**config.mk**
```make
export PLATFORM = sky130hd
export DESIGN_NAME = keynsham_timer
export DESIGN_NICKNAME = d
export VERILOG_FILES = /design/src/rtl/keynsham_timer_pkg.sv /design/src/rtl/keynsham_timer_channel.sv /design/src/rtl/keynsham_timer.sv
export SDC_FILE = /design/constraint.sdc
export NUM_CORES = 1
export LEC_CHECK = 0
export BUFFER_PORTS_ARGS = -buffer_cell sky130_fd_sc_hd__buf_2
export CAP_MARGIN = 20
export CORE_ASPECT_RATIO = 0.5
export CORE_MARGIN = 8
export CORE_UTILIZATION = 40
export DETAILED_ROUTE_END_ITERATION = 16
export PLACE_DENSITY = 0.68
export SLEW_MARGIN = 0
export SYNTH_ARGS = -nofsm -noshare
export SYNTH_HDL_FRONTEND = slang
export SYNTH_SLANG_ARGS = --single-unit
export TNS_END_PERCENT = 10
```
**constraint.sdc**
```tcl
create_clock -name clk -period 15.1 [get_ports clk]
set_input_delay 3.02 -clock clk [delete_from_list [all_inputs] [get_ports clk]]
set_output_delay 3.02 -clock clk [all_outputs]
set_load 0.005 [all_outputs]
```
**src/rtl/keynsham_timer_pkg.sv**
```systemverilog
// rtl/keynsham_timer_pkg.sv - shared register map, control bit positions and lane-merge helper
package keynsham_timer_pkg;

  typedef enum logic [1:0] {
    REG_COUNT   = 2'd0,
    REG_RELOAD  = 2'd1,
    REG_CONTROL = 2'd2,
    REG_STATUS  = 2'd3
  } reg_sel_e;

  localparam int CTRL_EN           = 0;
  localparam int CTRL_PERIODIC     = 1;
  localparam int CTRL_IRQ_EN       = 2;
  localparam int CTRL_PRESCALE_LSB = 8;

  localparam logic [19:0] TIMER_BASE = 20'h80002;

  // Replace only the byte lanes whose enable is set.
  function automatic logic [31:0] merge_lanes(input logic [31:0] old_val,
                                              input logic [31:0] new_val,
                                              input logic [3:0]  bytesel);
    logic [31:0] res;
    for (int i = 0; i < 4; i++) begin
      res[8*i +: 8] = bytesel[i] ? new_val[8*i +: 8] : old_val[8*i +: 8];
    end
    return res;
  endfunction

endpackage

```
**src/rtl/keynsham_timer_channel.sv**
```systemverilog
// rtl/keynsham_timer_channel.sv - one down-counting timer channel with prescaler and expiry flag
module keynsham_timer_channel
  import keynsham_timer_pkg::*;
#(
  parameter int PRESCALE_WIDTH = 8
) (
  input  logic        clk_i,
  input  logic        rst_i,
  input  logic        wr_en_i,
  input  reg_sel_e    reg_sel_i,
  input  logic [3:0]  bytesel_i,
  input  logic [31:0] wr_val_i,
  output logic [31:0] rd_val_o,
  output logic        irq_o
);

  logic [31:0]               count_q, count_d;
  logic [31:0]               reload_q, reload_d;
  logic                      en_q, en_d;
  logic                      periodic_q, periodic_d;
  logic                      irq_en_q, irq_en_d;
  logic [PRESCALE_WIDTH-1:0] prescale_q, prescale_d;
  logic [PRESCALE_WIDTH-1:0] pc_q, pc_d;
  logic                      expired_q, expired_d;

  logic        tick;
  logic        count_wr, reload_wr, ctrl_wr, status_wr;
  logic [31:0] ctrl_rd;

  assign tick      = en_q && (pc_q == prescale_q);
  assign count_wr  = wr_en_i && (reg_sel_i == REG_COUNT);
  assign reload_wr = wr_en_i && (reg_sel_i == REG_RELOAD);
  assign ctrl_wr   = wr_en_i && (reg_sel_i == REG_CONTROL);
  assign status_wr = wr_en_i && (reg_sel_i == REG_STATUS);

  // Assemble the CONTROL view; unimplemented bits read as zero.
  always_comb begin
    ctrl_rd = '0;
    ctrl_rd[CTRL_EN]       = en_q;
    ctrl_rd[CTRL_PERIODIC] = periodic_q;
    ctrl_rd[CTRL_IRQ_EN]   = irq_en_q;
    ctrl_rd[CTRL_PRESCALE_LSB +: PRESCALE_WIDTH] = prescale_q;
  end

  // Next-state: bus writes take priority over the tick's count/enable update, expiry set beats clear.
  always_comb begin
    count_d    = count_q;
    reload_d   = reload_q;
    en_d       = en_q;
    periodic_d = periodic_q;
    irq_en_d   = irq_en_q;
    prescale_d = prescale_q;
    pc_d       = pc_q;
    expired_d  = expired_q;

    if (!en_q || tick) begin
      pc_d = '0;
    end else begin
      pc_d = pc_q + 1'b1;
    end

    if (tick) begin
      if (count_q > 32'd1) begin
        count_d = count_q - 32'd1;
      end else begin
        count_d = periodic_q ? reload_q : 32'd0;
        if (!periodic_q) begin
          en_d = 1'b0;
        end
      end
    end

    if (status_wr && bytesel_i[0] && wr_val_i[0]) begin
      expired_d = 1'b0;
    end
    if (tick && (count_q == 32'd1)) begin
      expired_d = 1'b1;
    end

    if (count_wr) begin
      count_d = merge_lanes(count_q, wr_val_i, bytesel_i);
    end
    if (reload_wr) begin
      reload_d = merge_lanes(reload_q, wr_val_i, bytesel_i);
    end
    if (ctrl_wr) begin
      // A CONTROL write discards the tick's count update and restarts the prescaler.
      count_d = count_q;
      pc_d    = '0;
      if (bytesel_i[0]) begin
        en_d       = wr_val_i[CTRL_EN];
        periodic_d = wr_val_i[CTRL_PERIODIC];
        irq_en_d   = wr_val_i[CTRL_IRQ_EN];
      end
      for (int k = 0; k < PRESCALE_WIDTH; k++) begin
        if (bytesel_i[(CTRL_PRESCALE_LSB + k) / 8]) begin
          prescale_d[k] = wr_val_i[CTRL_PRESCALE_LSB + k];
        end
      end
    end
  end

  // Channel state registers.
  always_ff @(posedge clk_i or posedge rst_i) begin
    if (rst_i) begin
      count_q    <= '0;
      reload_q   <= '0;
      en_q       <= 1'b0;
      periodic_q <= 1'b0;
      irq_en_q   <= 1'b0;
      prescale_q <= '0;
      pc_q       <= '0;
      expired_q  <= 1'b0;
    end else begin
      count_q    <= count_d;
      reload_q   <= reload_d;
      en_q       <= en_d;
      periodic_q <= periodic_d;
      irq_en_q   <= irq_en_d;
      prescale_q <= prescale_d;
      pc_q       <= pc_d;
      expired_q  <= expired_d;
    end
  end

  // Register read view for the top-level mux.
  always_comb begin
    rd_val_o = '0;
    case (reg_sel_i)
      REG_COUNT:   rd_val_o = count_q;
      REG_RELOAD:  rd_val_o = reload_q;
      REG_CONTROL: rd_val_o = ctrl_rd;
      REG_STATUS:  rd_val_o = {31'd0, expired_q};
      default:     rd_val_o = '0;
    endcase
  end

  assign irq_o = expired_q & irq_en_q;

endmodule

```
**src/rtl/keynsham_timer.sv**
```systemverilog
// rtl/keynsham_timer.sv - bus-mapped multi-channel timer: decode, handshake and read mux
module keynsham_timer
  import keynsham_timer_pkg::*;
#(
  parameter int NUM_TIMERS     = 4,
  parameter int PRESCALE_WIDTH = 8
) (
  input  logic                  clk,
  input  logic                  rst,
  input  logic                  bus_access,
  input  logic                  bus_cs,
  input  logic [31:0]           bus_addr,
  input  logic [31:0]           bus_wr_val,
  input  logic                  bus_wr_en,
  input  logic [3:0]            bus_bytesel,
  output logic [31:0]           bus_data,
  output logic                  bus_ack,
  output logic                  bus_error,
  output logic [NUM_TIMERS-1:0] irq
);

  localparam logic [4:0] NUM_TIMERS_W = 5'(NUM_TIMERS);

  logic [3:0]  chan_idx;
  reg_sel_e    reg_sel;
  logic        sample;
  logic        offset_ok;
  logic [31:0] rd_vals [NUM_TIMERS];
  logic [31:0] rd_mux;
  logic        unused_addr;

  logic        ack_q, ack_d;
  logic        error_q, error_d;
  logic [31:0] data_q, data_d;

  assign chan_idx    = bus_addr[7:4];
  assign reg_sel     = reg_sel_e'(bus_addr[3:2]);
  assign sample      = bus_access & bus_cs;
  assign offset_ok   = (bus_addr[11:8] == 4'd0) && ({1'b0, chan_idx} < NUM_TIMERS_W);
  assign unused_addr = ^{bus_addr[31:12], bus_addr[1:0]};

  for (genvar g = 0; g < NUM_TIMERS; g++) begin : g_chan
    logic wr_strobe;
    assign wr_strobe = sample && offset_ok && bus_wr_en && (chan_idx == 4'(g));

    keynsham_timer_channel #(
      .PRESCALE_WIDTH(PRESCALE_WIDTH)
    ) u_chan (
      .clk_i     (clk),
      .rst_i     (rst),
      .wr_en_i   (wr_strobe),
      .reg_sel_i (reg_sel),
      .bytesel_i (bus_bytesel),
      .wr_val_i  (bus_wr_val),
      .rd_val_o  (rd_vals[g]),
      .irq_o     (irq[g])
    );
  end

  // Select the addressed channel's read view.
  always_comb begin
    rd_mux = '0;
    for (int i = 0; i < NUM_TIMERS; i++) begin
      if (chan_idx == 4'(i)) begin
        rd_mux = rd_vals[i];
      end
    end
  end

  // Response for the access sampled this cycle; read data only on a valid read.
  always_comb begin
    ack_d   = sample && offset_ok;
    error_d = sample && !offset_ok;
    data_d  = (sample && offset_ok && !bus_wr_en) ? rd_mux : '0;
  end

  // One-cycle registered response.
  always_ff @(posedge clk or posedge rst) begin
    if (rst) begin
      ack_q   <= 1'b0;
      error_q <= 1'b0;
      data_q  <= '0;
    end else begin
      ack_q   <= ack_d;
      error_q <= error_d;
      data_q  <= data_d;
    end
  end

  assign bus_ack   = ack_q;
  assign bus_error = error_q;
  assign bus_data  = data_q;

endmodule

```
==> impl_results.md, run 1 <==
* CP Cell Sequence: buf_6, buf_4, or2_1, nor4_4, buf_4, or4b_1, a21oi_1, a21bo_2, a32o_1
* Delay-heaviest family, CP: simple AND/OR/NAND/NOR gates
* H-tree Lvls at 2
* Drt total wl at 82500 microns
* Synth cell count leaders: dfrtp_1, mux2_2, nor2_1
* R2r endpoint: g_chan[0].u_chan.count_q[13]
* Largest stage delay on the critical path at 0.84 ns
* WS Path Type: primary input to flip-flop
* Synth unique cells at 89
* Max Root-Sink Buffers at 3
* Area of the core at 57200 sq um
* Slew Limit Fails at 0
* Clk sinks at 370
* Core Util, Final at 44.4%
* Hold EP: g_chan[1].u_chan.reload_q[31]
* Hold Path Depth at 1
* Worst-Margin Slew at 1.11 ns
* Status: finished clean
* Grt total ovfl at 0
* Worst R2R Path Depth at 6
* Post-CTS sizing at 0
* Die Wd at 356 microns
* DR WL/cell at 25.7 microns
* CP Max Fanout at 42
* Initial Util at 40.4%
* Yosys reg bits at 370
* Worst skew pair latency at 0.56 ns
* CP max stage cell: a21oi_1
* Pin count of the biggest net entering global routing at 164
* Total CTS buffers at 39
* Reg area at 9260 sq um
* 1st-pass router iterations at 6
* Req. time, crit path at 15.54 ns
* Tmin final at 6.57 ns
* Initial antenna violation count at 2
* Final setup viols at 0
* I/O pin count at 111
* Dpl cells at 3138
* GR Util All Layers at 24.1%
* Worst path arrival time at 7.01 ns
* R2R setup slack at 10.86 ns
* Drt initial violations at 2508
* HP Start: g_chan[1].u_chan.reload_q[31]
* Mapped Area at 23100 sq um
* Post-synthesis cell count at 2413
* Fmax at 0.152 GHz
* First-pass GRT wire length at 124000 microns
* RD Place Congestion at 1.01
* Leakage power at 11.0 nW
* Row Count at 62
* Power per Cell Area at 91.0 nW/um^2
* Area grow syn2layout at 9.97%
* Pwr Total at 2.31 mW
* Clk slew on worst S/H paths at 0.07 ns
* Top post-synthesis cells by area: dfrtp_1, mux2_2, nor2_1
* Max-cap check violation count at 0
* Largest area contributor in the netlist: dfrtp_1
* Mapped Nets at 2498
* CP Capture Type: flip-flop
* R2r startpoint: g_chan[0].u_chan.count_q[4]
* Synth warnings at 0
* Die H at 186 microns
* Vias in the first global route at 19700
* Detailed-route via count at 20900
* Clock Skews at 0.0240 ns
* Max VDD drop at 62.8 uV
* Sequential cell area fraction in the yosys report at 40.1%
* Root buffer cell: clkbuf_16
* Filler cells at 5437
* Post-synth top area share at 40.1%
* Most used cell, CP: buf_4
* Area occupied by multi-input gates at 12900 sq um
* Main synth FF type: dfrtp_1
* Mean Syn Cell Area at 9.58 sq um
* IO Port Bufs at 88
* Post-route DRC at 0
* Worst setup SP type: primary input
* Worst Hold Class: flip-flop to flip-flop
* Final Hold Fails at 0
* Layout cells sized above 1 at 19.9%
* Die area at 66200 sq um
* Final worst path period share at 43.5%
* RSZ-0062 raised after global routing: false
* Slew headroom at 25.9%
* Most common cell in the synthesized netlist: dfrtp_1
* Hold Slack at 0.523 ns
* CTS tree: yes
* Antenna Nets Post-Route at 0
* Setup TNS at 0 ns
* HPWL after DPL at 58200 microns
* CTS Hold Bufs at 0
* Nets@finish at 2497
* Post-synth EDFFs at 0
* Async set-reset flop share out of synthesis at 100%
* Fin cells at 3206
* Setup Buffers After CTS at 0
* CP bufs+invs at 3
* Post-DR vias/cell at 6.51
## registers in the layout (all words and copies together), names as in the netlist
name	flops
g_chan.u_chan.periodic_q	4
g_chan.u_chan.irq_en_q	4
bus_data	32
g_chan.u_chan.count_q	128
g_chan.u_chan.expired_q	4
bus_error	1
g_chan.u_chan.reload_q	128
g_chan.u_chan.pc_q	32
bus_ack	1
g_chan.u_chan.prescale_q	32
g_chan.u_chan.en_q	4
## report_power, final
part	leakage [nW]	internal (mW)	total, mW	switching, mW
clock	0.601	0.536	0.954	0.419
combinational	5.56	0.109	0.306	0.198
sequential	4.87	1.01	1.05	0.0382
total	11.0	1.66	2.31	0.654
## metrics by stage
| stage | area, sq um | worst slack, ns |
|---|---|---|
| final | 25400 | 8.53 |
| after global placement | 24200 | 8.07 |
| after global routing | 25400 | 8.39 |
| after CTS | 25400 | 8.64 |
| after floorplan | 23100 | 1.81 |
| after detailed placement | 24200 | 8.04 |
## worst register-to-register path, stage by stage, from the launching register on
cell	delay, ns
dfrtp_1	0.48
nor4_2	0.88
and2_1	0.40
nand4_1	0.79
nor2_2	1.04
a311oi_1	0.20
o32ai_1	0.33
## logic make-up after synthesis
logic type,share of synthesized area [%]
AOI/OAI and AO/OA,16.8
DFF,40.1
xor gates and xnor gates,4.81
and+or+nand+nor,17.5
buffers and inverters,4.12
muxes,16.1
adders and majority gates,0.650
## cells in the final DEF (no fill, tap or decap), drive strengths merged, types with 42 or more instances in the layout
master,instances
dfrtp,370
mux2,218
nor2,200
nand2,190
o21ai,148
buf,136
a21oi,92
nand3,74
xor2,67
mux2i,65
clkbuf,61
xnor2,60
inv,58
nor3,57
nor4,57
a31oi,51
o31ai,49
nand4,48
and3,42
## worst max-delay path by stage
stage                     cells after the start        start                            to  slack, ns
after floorplan                               1          rst                       bus_ack       1.81
after global placement                        9  bus_addr[2]  g_chan[2].u_chan.count_q[29]       8.07
after detailed placement                      9  bus_addr[2]  g_chan[2].u_chan.count_q[29]       8.04
after CTS                                     9  bus_addr[2]  g_chan[2].u_chan.count_q[29]       8.64
after global routing                          9  bus_addr[2]  g_chan[2].u_chan.count_q[29]       8.39
final                                         9  bus_addr[2]  g_chan[2].u_chan.count_q[29]       8.53
## layer usage
layer	part of all wire, %	global-route usage, %	wire (microns)	vias to the layer above
li1	-	-	-	9032
met1	42	34.4	35100	10400
met2	42	35.4	34700	1280
met3	11	5.38	9210	211
met4	4.3	9.51	3520	2
met5	0.0085	0	7	-
## cell type report
type                    count  share of cell area [%]
flip-flops and latches    370                    36.4
repair buffers            136                    3.21
multi-input cells        1808                    50.9
clock inverters             5                   0.158
diodes                      1                 0.00984
well taps                 768                    3.78
clock buffers              61                    4.64
inverters                  57                   0.871
Power figures use the tool's default switching activity.
==> run 2: changes to the inputs <==
==> constraint.sdc (replaced) <==
create_clock -name clk -period 6.36 [get_ports clk]
set_input_delay 1.272 -clock clk [delete_from_list [all_inputs] [get_ports clk]]
set_output_delay 1.272 -clock clk [all_outputs]
set_load 0.005 [all_outputs]
==> run 2 against run 1 <==
  * Clock power grew 140%
  * Largest power group unchanged
  * Cell area grew 0.26%
  * Utilization grew 0.12 points
  * Largest cell class unchanged
  * Highest routed layer is now met4
  * Wire length grew 1.0%
  * Sequential cell count is the same
  * Register-to-register slack lost 8.6 ns
  * Critical path type unchanged
  * Setup slack lost 6.5 ns
  * Hold slack lost 0.011 ns
  * Global-route usage grew 0.33 points
  * Clock-buffer cell count grew 2
  * Critical path depth shrank 1
  * Sequential share of layout area shrank 0.095 points
==> impl_results.md, run 2 (synthesis gave the netlist of run 1 again) <==
* Status: finished clean
* Tmin final at 4.37 ns
* Max Root-Sink Buffers at 3 (unchanged)
* CP Max Fanout at 18 (-57%)
* Final Cell Area at 25500 sq um (+0.26%)
* GR Util All Layers at 24.5% (+0.33 points)
* Slew headroom at 29.2% (+3.3 points)
* Commonest cells after routing, fill and taps aside: dfrtp_1, mux2_2, nor2_1
* HPWL after DPL at 59900 microns (+3.0%)
* Leakage power at 11.1 nW (+0.29%)
* Clock Skews at 0.0291 ns (+0.00515 ns)
* Initial antenna violation count at 0 (-2)
* Clk sinks at 370 (unchanged)
* CTS Hold Bufs at 0 (unchanged)
* Final worst path period share at 68.6%
* Initial Util at 40.4% (unchanged)
* Worst-Margin Slew at 1.06 ns (-0.0525 ns)
* IO Port Bufs at 88 (unchanged)
* Filler cells at 5448 (+0.20%)
* Post-DR vias/cell at 6.55 (+0.60%)
* Antenna Nets Post-Route at 0 (unchanged)
* Die H at 186 microns (unchanged)
* Die area at 66200 sq um (unchanged)
* RD Place Congestion at 1.04 (+3.2%)
* Worst R2R Path Depth at 6 (unchanged)
* Dpl cells at 3144 (+0.19%)
* Area occupied by multi-input gates at 12900 sq um (unchanged)
* RSZ-0062 raised after global routing: false
* Drt initial violations at 2623 (+4.6%)
* First-pass GRT wire length at 126000 microns (+1.6%)
* Reg area at 9260 sq um (unchanged)
* H-tree Lvls at 2 (unchanged)
* Worst setup margin at 1.99 ns (-6.54 ns)
* Total CTS buffers at 39 (unchanged)
* I/O pin count at 111 (unchanged)
* Worst setup SP type: primary input
* Fin cells at 3212 (+0.19%)
* Worst skew pair latency at 0.56 ns (about the same)
* Nets@finish at 2503 (+0.24%)
* Area of the core at 57200 sq um (unchanged)
* Max-cap check violation count at 0 (unchanged)
* Max VDD drop at 148 uV (+140%)
* Post-CTS sizing at 0 (unchanged)
* Commonest non-fill, non-tap cell in the layout: dfrtp_1
* Pin count of the biggest net entering global routing at 140 (-15%)
* Vias in the first global route at 20100 (+2.1%)
* Die Wd at 356 microns (unchanged)
* Clk slew on worst S/H paths at 0.07 ns (about the same)
* Slew Limit Fails at 0 (unchanged)
* Root buffer cell: clkbuf_16
* WS Path Type: primary input to flip-flop
* Drt total wl at 83400 microns (+1.0%)
* Area after DPL at 24200 sq um (+0.16%)
* Setup Buffers After CTS at 0 (unchanged)
* Grt total ovfl at 0 (unchanged)
* CTS tree: yes
* Row Count at 62 (unchanged)
* Area grow syn2layout at 10.3%
* 1st-pass router iterations at 6 (unchanged)
* Fmax at 0.229 GHz
* Largest regs: g_chan.u_chan.count_q: 128 flops, g_chan.u_chan.reload_q: 128 flops
* Final Hold Fails at 0 (unchanged)
* CP Capture Type: flip-flop
* Worst Hold Class: flip-flop to flip-flop
* Worst path arrival time at 4.80 ns (-2.21 ns)
* Pwr Total at 5.53 mW (+140%)
* Detailed-route via count at 21100 (+0.79%)
* DR WL/cell at 26.0 microns (+0.86%)
* Final setup viols at 0 (unchanged)
* Ant diodes at 0 (-1)
* Power per Cell Area at 217 nW/um^2 (+140%)
* Setup TNS at 0 ns (unchanged)
* Post-route DRC at 0 (unchanged)
* Req. time, crit path at 6.79 ns (-8.75 ns)
* Post-place setup slack at 1.56 ns (-6.49 ns)
* Hold Path Depth at 1 (unchanged)
* Layout cells sized above 1 at 20.0% (+0.15 points)
==> run 2: changes by cell type in the layout (fill, tap and decap cells not counted) <==
| cell | previous run | this run |
|---|---|---|
| clkbuf_1 | 11 | 13 |
| diode_2 | 1 | 0 |
| clkinvlp_4 | 0 | 1 |
| clkinv_2 | 3 | 1 |
| bufinv_16 | 0 | 1 |
| buf_4 | 46 | 52 |
| inv_8 | 1 | 0 |
==> run 2: cell type report <==
cell class	count	area share, %
clock buffer	63	4.66
clock inverter	4	0.236
inverter	57	0.854
multi-input combinational	1808	50.8
sequential	370	36.3
tap	768	3.77
timing repair buffer	142	3.38
==> run 2: path summary, 6_finish.rpt <==
check / slack (ns) / to / from
max: 1.99 / g_chan[0].u_chan.count_q[6] / bus_addr[9]
min: 0.51 / g_chan[3].u_chan.reload_q[15] / g_chan[3].u_chan.reload_q[15]
max reg2reg: 2.27 / g_chan[0].u_chan.count_q[10] / g_chan[0].u_chan.count_q[16]
min reg2reg: 0.51 / g_chan[3].u_chan.reload_q[15] / g_chan[3].u_chan.reload_q[15]
max in group asynchronous: 4.06 / g_chan[1].u_chan.reload_q[14] / rst
min in group asynchronous: 0.77 / g_chan[2].u_chan.reload_q[27] / rst
==> run 2: layer usage <==
layer | up-vias | global-route usage, % | routed length [microns]
met1 | 10400 | 34.2 | 35200
met2 | 1317 | 36.1 | 35000
met5 | - | 0 | 0
li1 | 9064 | - | -
met4 | 0 | 10.3 | 3840
met3 | 224 | 5.89 | 9440
==> run 2: metrics by stage <==
| step | hold WS (ns) | utilization (%) |
|---|---|---|
| final | 0.512 | 44.5 |
| after detailed placement | 0.497 | 42.3 |
| after global routing | 0.533 | 44.5 |
| after global placement | 0.490 | 42.3 |
| after floorplan | 0.471 | - |
| after CTS | 0.512 | 44.5 |
==> run 2: power by group <==
part           internal, mW  switching [mW]
registers              2.41          0.0884
logic                 0.258           0.472
clock network          1.32           0.989
==> run 2: worst max-delay path: stages <==
cell     delay [ns]
buf_2          0.11
nor4_2         0.85
nand3_1        0.44
nor2_2         0.69
buf_4          0.40
nand2_1        0.11
a21oi_1        0.51
mux2_2         0.40
